### src/rtl/paddle_ctrl_multi.sv
// paddle_ctrl_multi: per-frame paddle positions with hold-to-accelerate motion and saturating limits
module paddle_ctrl_multi #(
    parameter int NPAD        = 2,
    parameter int Y_W         = 10,
    parameter int MIN         = 30,
    parameter int MAX         = 329,
    parameter int CENTER      = 180,
    parameter int DELTA_MIN   = 1,
    parameter int DELTA_MAX   = 6,
    parameter int ACCEL_TICKS = 4
) (
    input  logic                clk,
    input  logic                reset_n,
    input  logic                tick,
    input  logic                serve,
    input  logic [NPAD-1:0]     up,
    input  logic [NPAD-1:0]     down,
    output logic [NPAD*Y_W-1:0] y,
    output logic [NPAD-1:0]     at_min,
    output logic [NPAD-1:0]     at_max,
    output logic [NPAD-1:0]     moving
);
    localparam int SP_W = $clog2(DELTA_MAX + 1);
    localparam int HC_W = ACCEL_TICKS > 1 ? $clog2(ACCEL_TICKS) : 1;

    typedef enum logic [1:0] {IDLE, UP, DOWN} state_t;

    for (genvar g = 0; g < NPAD; g++) begin : ch
        logic [Y_W-1:0]  y_q, y_d, y_mv;
        logic [Y_W:0]    sum, floor_lim;
        logic [SP_W-1:0] sp_q, sp_d, step;
        logic [HC_W-1:0] hc_q, hc_d;
        logic            hit;
        state_t          st_q, st_d, dir;

        // next-state: serve re-centres, tick moves/accelerates, otherwise hold
        always_comb begin
            dir       = (up[g] & ~down[g]) ? UP : (down[g] & ~up[g]) ? DOWN : IDLE;
            step      = (dir == st_q) ? sp_q : SP_W'(DELTA_MIN);
            sum       = {1'b0, y_q} + (Y_W+1)'(step);
            floor_lim = (Y_W+1)'(MIN) + (Y_W+1)'(step);
            y_mv      = (dir == UP) ? ((sum >= (Y_W+1)'(MAX)) ? Y_W'(MAX) : sum[Y_W-1:0])
                      : (({1'b0, y_q} <= floor_lim) ? Y_W'(MIN) : y_q - Y_W'(step));
            hit       = (y_mv == Y_W'(MIN)) || (y_mv == Y_W'(MAX));
            y_d       = y_q;
            st_d      = st_q;
            sp_d      = sp_q;
            hc_d      = hc_q;
            if (serve) begin
                y_d  = Y_W'(CENTER);
                st_d = IDLE;
                sp_d = SP_W'(DELTA_MIN);
                hc_d = '0;
            end else if (tick) begin
                if (dir == IDLE) begin
                    st_d = IDLE;
                    sp_d = SP_W'(DELTA_MIN);
                    hc_d = '0;
                end else begin
                    y_d  = y_mv;
                    st_d = dir;
                    if (dir != st_q || hit) begin
                        sp_d = SP_W'(DELTA_MIN);
                        hc_d = '0;
                    end else if (hc_q == HC_W'(ACCEL_TICKS - 1)) begin
                        hc_d = '0;
                        sp_d = (sp_q == SP_W'(DELTA_MAX)) ? sp_q : sp_q + 1'b1;
                    end else begin
                        hc_d = hc_q + 1'b1;
                    end
                end
            end
        end

        // channel state registers with asynchronous reset to the serve values
        always_ff @(posedge clk or negedge reset_n) begin
            if (!reset_n) begin
                y_q  <= Y_W'(CENTER);
                st_q <= IDLE;
                sp_q <= SP_W'(DELTA_MIN);
                hc_q <= '0;
            end else begin
                y_q  <= y_d;
                st_q <= st_d;
                sp_q <= sp_d;
                hc_q <= hc_d;
            end
        end

        assign y[g*Y_W +: Y_W] = y_q;
        assign at_min[g]       = (y_q == Y_W'(MIN));
        assign at_max[g]       = (y_q == Y_W'(MAX));
        assign moving[g]       = (st_q != IDLE);
    end
endmodule

### config.mk
export PLATFORM = sky130hd
export DESIGN_NAME = paddle_ctrl_multi
export DESIGN_NICKNAME = d
export VERILOG_FILES = /design/src/rtl/paddle_ctrl_multi.sv
export SDC_FILE = /design/constraint.sdc
export NUM_CORES = 1
export LEC_CHECK = 0
export CORE_AREA = 4 4 98 100
export DETAILED_ROUTE_END_ITERATION = 8
export DIE_AREA = 0 0 102 104
export SYNTH_ARGS = -nofsm -noshare
export SYNTH_HDL_FRONTEND = slang
export SYNTH_SLANG_ARGS = --single-unit
### constraint.sdc
create_clock -name clk -period 5.26 [get_ports clk]
set_clock_uncertainty 0.15 [all_clocks]
set_input_delay 1.052 -clock clk [delete_from_list [all_inputs] [get_ports clk]]
set_output_delay 1.052 -clock clk [all_outputs]
set_load 0.02 [all_outputs]
# Yosys cells after proc, flatten, opt, wreduce, memory -nomap -nowiden
# Cells that the tools add are included.
[totals]
wordCells = 113
ff_bits = 34
input_bits = 8
out_inout_bits = 26
[op_classes]
muxes = 46
bitwise = 8
reduce_logical = 15
eq_ne = 22
add_sub_neg = 10
order_cmp = 4
[ops]
columns = ["op", "count"]
rows = [
  ["$mux 10", 12],
  ["$mux 3", 14],
  ["$eq 10x5->1 const B", 4],
  ["$eq 10x9->1 const B", 4],
  ["$mux 2", 20],
  ["$add 10x3->11", 2],
  ["$ge 11x9->1 const B", 2],
  ["$le 10x6->1", 2],
  ["$sub 10x3->10", 2],
  ["$add 5x3->6 const A", 2],
  ["$ne 4x4->1 const B", 2],
  ["$reduce_bool 4->1", 2],
  ["$add 3x1->3 const B", 2],
  ["$eq 3x3->1 const B", 2],
  ["$reduce_and 3->1", 2],
  ["$reduce_bool 2->1", 3],
  ["$add 2x1->2 const B", 2],
  ["$and 1x1->1", 4],
  ["$eq 2x1->1 const B", 2],
  ["$eq 2x2->1", 2],
  ["$eq 2x2->1 const B", 2],
  ["$logic_not 2->1", 2],
  ["$logic_or 1x1->1", 4],
  ["$ne 2x2->1", 2],
  ["other kinds (3)", 8],
]

# Longest topological paths before layout
[depth]
word_depth = 17
ltp_mapped = 21
ltp_nobuf = 18

# Worst setup path before layout
# Ideal clock, no wire load.
[synth_path]
path_type = "input to register"
startpoint = "input down[0]"
endpoint = "register ch[0].hc_q[1]"
n_path_buf = 2
arrival_ns = 5.038
required_ns = 4.990
setup_slack_ns = -0.047
cell_stages = 20
setup_time_ns = 0.120
cell_sequence = "inv_1 > ha_1 > clkbuf_1 > clkbuf_1 > xor2_1 > nor2_1 > nand2_1 > ha_1 > inv_1 > fa_1 > o21bai_1 > nand3_1 > o22ai_1 > a211oi_1 > a221oi_2 > and2b_2 > a21oi_1 > or4_1 > a221o_1 > a31o_1"
[synth_between]
elab_chain_len = 16
elab_cells_between_ends = 26
cone_classes = "add/sub (3); order compare (2); eq/ne (5); mux (10); bitwise (3); reduce/logical (3)"
[synth_rtl]
columns = ["item", "line_no", "rtl"]
rows = [
  ["start: declaration", "17", "input logic [NPAD-1:0] down,"],
  ["$and 1x1->1 / $not 1->1 (equally long branches)", "38", "dir = (up[g] & ~down[g]) ? UP : (down[g] & ~up[g]) ? DOWN : IDLE;"],
  ["$mux 2 / $and 1x1->1 (equally long branches)", "38", ""],
  ["$mux 2 *", "38", ""],
  ["$eq 2x2->1", "39", "step = (dir == st_q) ? sp_q : SP_W'(DELTA_MIN);"],
  ["$mux 3", "39", ""],
  ["$add 10x3->11 / $add 5x3->6 (equally long branches)", "40, 41", ""],
  ["$ge 11x9->1 / $le 10x6->1 (equally long branches)", "42, 43", ""],
  ["$mux 10 (on tied branches)", "42, 43", ""],
  ["$mux 10", "42", "y_mv = (dir == UP) ? ((sum >= (Y_W+1)'(MAX)) ? Y_W'(MAX) : sum[Y_W-1:0])"],
  ["$eq 10x5->1 / $eq 10x9->1 (equally long branches)", "44", "hit = (y_mv == Y_W'(MIN)) || (y_mv == Y_W'(MAX));"],
  ["$logic_or 1x1->1", "44", ""],
  ["$logic_or 1x1->1", "62", "if (dir != st_q || hit) begin"],
  ["$mux 2", "62", ""],
  ["$mux 2 *", "55", "if (dir == IDLE) begin"],
  ["$mux 2 *", "54", "end else if (tick) begin"],
  ["$mux 2 *", "49", "if (serve) begin"],
  ["end signal: assignment", "81", "hc_q <= '0;"],
  ["end signal: assignment", "86", "hc_q <= hc_d;"],
  ["end: declaration", "32", "logic [HC_W-1:0] hc_q, hc_d;"],
]
# Every way passes the cells marked *; elsewhere a longest branch is shown, timed or not. The select of a mux whose other input is x is not followed.
# A chain may end at the register's enable or synchronous reset.

# Worst setup path in the final report
[layout_path]
startpoint = "input up[1]"
endpoint = "register ch[1].sp_q[2]"
[layout_between]
elab_chain_len = 17
elab_cells_between_ends = 29
cone_classes = "add/sub (3); order compare (2); eq/ne (6); mux (10); bitwise (3); reduce/logical (5)"
[layout_rtl]
columns = ["item", "line_no", "rtl"]
rows = [
  ["start: declaration", "16", "input logic [NPAD-1:0] up,"],
  ["$not 1->1", "38", ""],
  ["$and 1x1->1", "38", ""],
  ["$mux 2", "38", ""],
  ["$mux 2 *", "38", ""],
  ["$eq 2x2->1", "39", ""],
  ["$mux 3", "39", ""],
  ["$add 10x3->11 / $add 5x3->6 (equally long branches)", "40, 41", ""],
  ["$ge 11x9->1 / $le 10x6->1 (equally long branches)", "42, 43", ""],
  ["$mux 10 (on tied branches)", "42, 43", ""],
  ["$mux 10", "42", ""],
  ["$eq 10x5->1 / $eq 10x9->1 (equally long branches)", "44", ""],
  ["$logic_or 1x1->1", "44", ""],
  ["$logic_or 1x1->1", "62", ""],
  ["$mux 3", "62", ""],
  ["$mux 3", "55", ""],
  ["$mux 3", "54", ""],
  ["$mux 3", "49", ""],
  ["end signal: assignment", "80", "sp_q <= SP_W'(DELTA_MIN);"],
  ["end signal: assignment", "85", "sp_q <= sp_d;"],
  ["end: declaration", "31", "logic [SP_W-1:0] sp_q, sp_d, step;"],
]
# Marks and branches as above.

==> impl_metrics.csv <==
group,metric,value,unit
die,pin_count,34,
drt,top_layer,"met4",
outcome,status,"finished clean",
timing,hold_viol,0,
critical_path,crit_path_max_incr_delay,0.49,ns
synthesis,postSynthAreaPerCell,7.747,sq um
timing,maxSlewHeadroom,0.3983,
drt,wl_met2,5836,um
clock_network,cts_tree,"done",
drt,drt_iter0_markers,184,
final_layout,diodes,0,
worst_hold_path,min-delay-path-class,"register to register",
clock_network,cts_buffers,5,
critical_path,worstRegToRegCells,15,
critical_path,critPathBufInv,5,
final_layout,final_common_cell,"buf_4",
timing,min_period,5.067,ns
power,ir_drop,111.8,uV
global_route,grt_first_pass_wirelength,18930,um
clock_network,ctsRootBufferMaster,"clkbuf_8",
clock_network,htree_levels,2,
critical_path,worst_path_dominant_cell_family,"compound AO/OA/AOI/OAI gates",
synthesis,synthFlopType,"dfrtp_1",
place,place_hpwl,8783,um
drt,drt-wirelength-per-cell,16.60,um
synthesis,synth-edff-count,0,
place,dpl_cell_area,0.004731,sq mm
critical_path,r2r-start,"ch[0].st_q[1]",
power,power_density,171.9,mW/mm^2
synthesis,ys_ff_latch,34,
critical_path,startpoint_type,"input port",
critical_path,r2r-end,"ch[0].hc_q[1]",
critical_path,required,5.25,ns
timing,setup_viol,0,
final_layout,fin_nets,630,
global_route,antenna_found_initial,0,
worst_hold_path,min_delay_path_depth,2,
die,die_w,102,um
clock_network,postCtsHoldBufs,0,
drt,first_pass_iters,5,
clock_network,clkLatencyLatePin,0.29,ns
drt,drt-met1-wl,4943,um
clock_network,clockBufferDepth,2,
die,initial_core_util,0.4472,
die,fp-row-count,34,
timing,setup_tns,0,ns
timing,slew_violations,0,
place,port_buffers,33,
drt,routed-wl-met3,430,um
drt,vias,4022,
timing,worst_pin_slew,0.8998,ns
critical_path,arrival,5.06,ns
flow_run,cap_violations,0,
power,p_leak,0.002179,uW
timing,fin_crit_sh,0.9632,
power,total_power,858.2,uW
synthesis,synth_nets,549,
synthesis,synth_cell_type_count,76,
final_layout,nFillCells,846,
final_layout,drive_gt1_frac,0.2230,
drt,vias_per_cell,5.821,
critical_path,critical_path_depth,20,
timing,finalWorstSetupSlack,0.1934,ns
critical_path,crit_start,"up[1]",
place,finalWeightedCongestion,0.9044,
place,place_ws,-0.3439,ns
timing,fmax,0.1974,GHz
critical_path,slowest_stage,"clkdlybuf4s50_1",
synthesis,synth-seq-area-share,0.2224,
critical_path,cp-endpoint,"ch[1].sp_q[2]",
clock_network,path_clk_slew,0.08,ns
drt,drc,0,
global_route,grt_max_degree,35,
global_route,grt_usage,0.2171,
final_layout,layout_common_cells,"buf_4 (68), nor2_1 (53), nand2_1 (44)",
synthesis,yosysWarningCount,0,
critical_path,end_kind,"register",
die,die_h,104,um
global_route,grt_overflow,0,
final_layout,syn2layout_area_growth,28.66,%
synthesis,synth_area,0.003881,sq mm
drt,postRouteWirelength,11470,um
drt,antenna_left,0,
final_layout,final_area,0.004994,sq mm
critical_path,path_cells,"clkdlybuf4s50_1 -> inv_1 -> ha_1 -> xor2_2 -> nor2_4 -> nand2_1 -> ha_1 -> inv_1 -> fa_2 -> o21ba_2 -> buf_4 -> and4_1 -> o211ai_1 -> o21ai_2 -> buf_4 -> a221oi_2 -> a31oi_1 -> nand3b_1 -> o211ai_1 -> o21ai_0",
timing,timing.hold.ws,0.3553,ns
critical_path,critical_path_class,"input port to register",
die,core,0.008678,sq mm
critical_path,crit_fanout,5,
critical_path,regToRegSetupSlack,1.10,ns
synthesis,synthCells,501,
global_route,first_global_vias,3868,
die,die-area,0.01061,sq mm
synthesis,synthArstFlopShare,1.000,
clock_network,clkSinkCount,34,
[worst min-delay path, cell delays in order (launching register included)]
cell     delay, ns
dfrtp_1       0.36
nand2_1       0.05
o21ai_0       0.06
[cell usage after synthesis, types with 6 or more instances]
cell type / count / share of area
o21ai_0: 25 / 0.032
or3_1: 8 / 0.013
dfrtp_1: 24 / 0.15
dfstp_2: 10 / 0.068
fa_1: 6 / 0.031
nor3_1: 19 / 0.025
nand3_1: 14 / 0.018
ha_1: 34 / 0.11
nand2b_1: 12 / 0.019
nor2_1: 56 / 0.054
nand4_1: 6 / 0.0097
xor2_1: 13 / 0.029
inv_1: 26 / 0.025
nor2b_1: 9 / 0.015
nand2_1: 46 / 0.044
xnor2_1: 9 / 0.020
o211ai_1: 8 / 0.015
a211oi_1: 6 / 0.012
a21oi_1: 28 / 0.036
clkbuf_1: 21 / 0.020
nor4_1: 8 / 0.013
and2_1: 6 / 0.0097
[per-layer routing]
metal	vias to the layer above	track usage
li1	1962	-
met5	-	0
met1	1928	0.2777
met2	112	0.3733
met4	0	0.07404
met3	20	0.02414
[timing repair]
action / in CTS / in global routing
setup buffers: 0 / 3
gates resized for setup: 1 / 29
pin swaps: 0 / 16
endpoints found under the setup margin: 4 / 10
[how the worst min path moves through the flow]
stage                       start             to  slack [ns]
global route        ch[1].hc_q[1]  ch[1].hc_q[1]        0.40
CTS                 ch[1].hc_q[1]  ch[1].hc_q[1]        0.35
detailed placement  ch[1].hc_q[1]  ch[1].hc_q[1]        0.34
finish              ch[1].hc_q[1]  ch[1].hc_q[1]        0.36
global placement    ch[1].hc_q[1]  ch[1].hc_q[1]        0.33
floorplan           ch[1].hc_q[1]  ch[1].hc_q[1]        0.30
[sequential cells by signal, summed over array words and instances (netlist names)]
register  flops
ch.sp_q       6
ch.st_q       4
ch.y_q       20
ch.hc_q       4
[metrics by stage]
step | cells | util
final | 691 | 0.5754
after CTS | 688 | 0.5567
after floorplan | 501 | -
after global placement | 680 | 0.5451
after detailed placement | 680 | 0.5451
after global routing | 691 | 0.5754
[final cells by class]
class / instances / area, sq um / area share
inverter: 27 / 101.3 / 0.02030
timing repair buffer: 102 / 865.8 / 0.1734
clock buffer: 6 / 82.58 / 0.01654
tap: 108 / 135.1 / 0.02706
clock inverter: 2 / 12.51 / 0.002506
multi-input combinational: 412 / 2933 / 0.5873
sequential: 34 / 863.3 / 0.1729
[kinds of logic after synthesis]
logic type	synth area share
AOI/OAI and AO/OA	0.2144
xor gates and xnor gates	0.04965
adders and majority gates	0.1406
buffers and inverters	0.05802
DFF	0.2224
muxes	0.01676
and+or+nand+nor	0.2982
[where the power goes]
part           switching [uW]  internal, uW  total [uW]
Combinational             173           156         328
Clock                     103           105         209
Sequential               41.4           280         321
Total                     317           541         858
(Power assumes the default switching activity.)
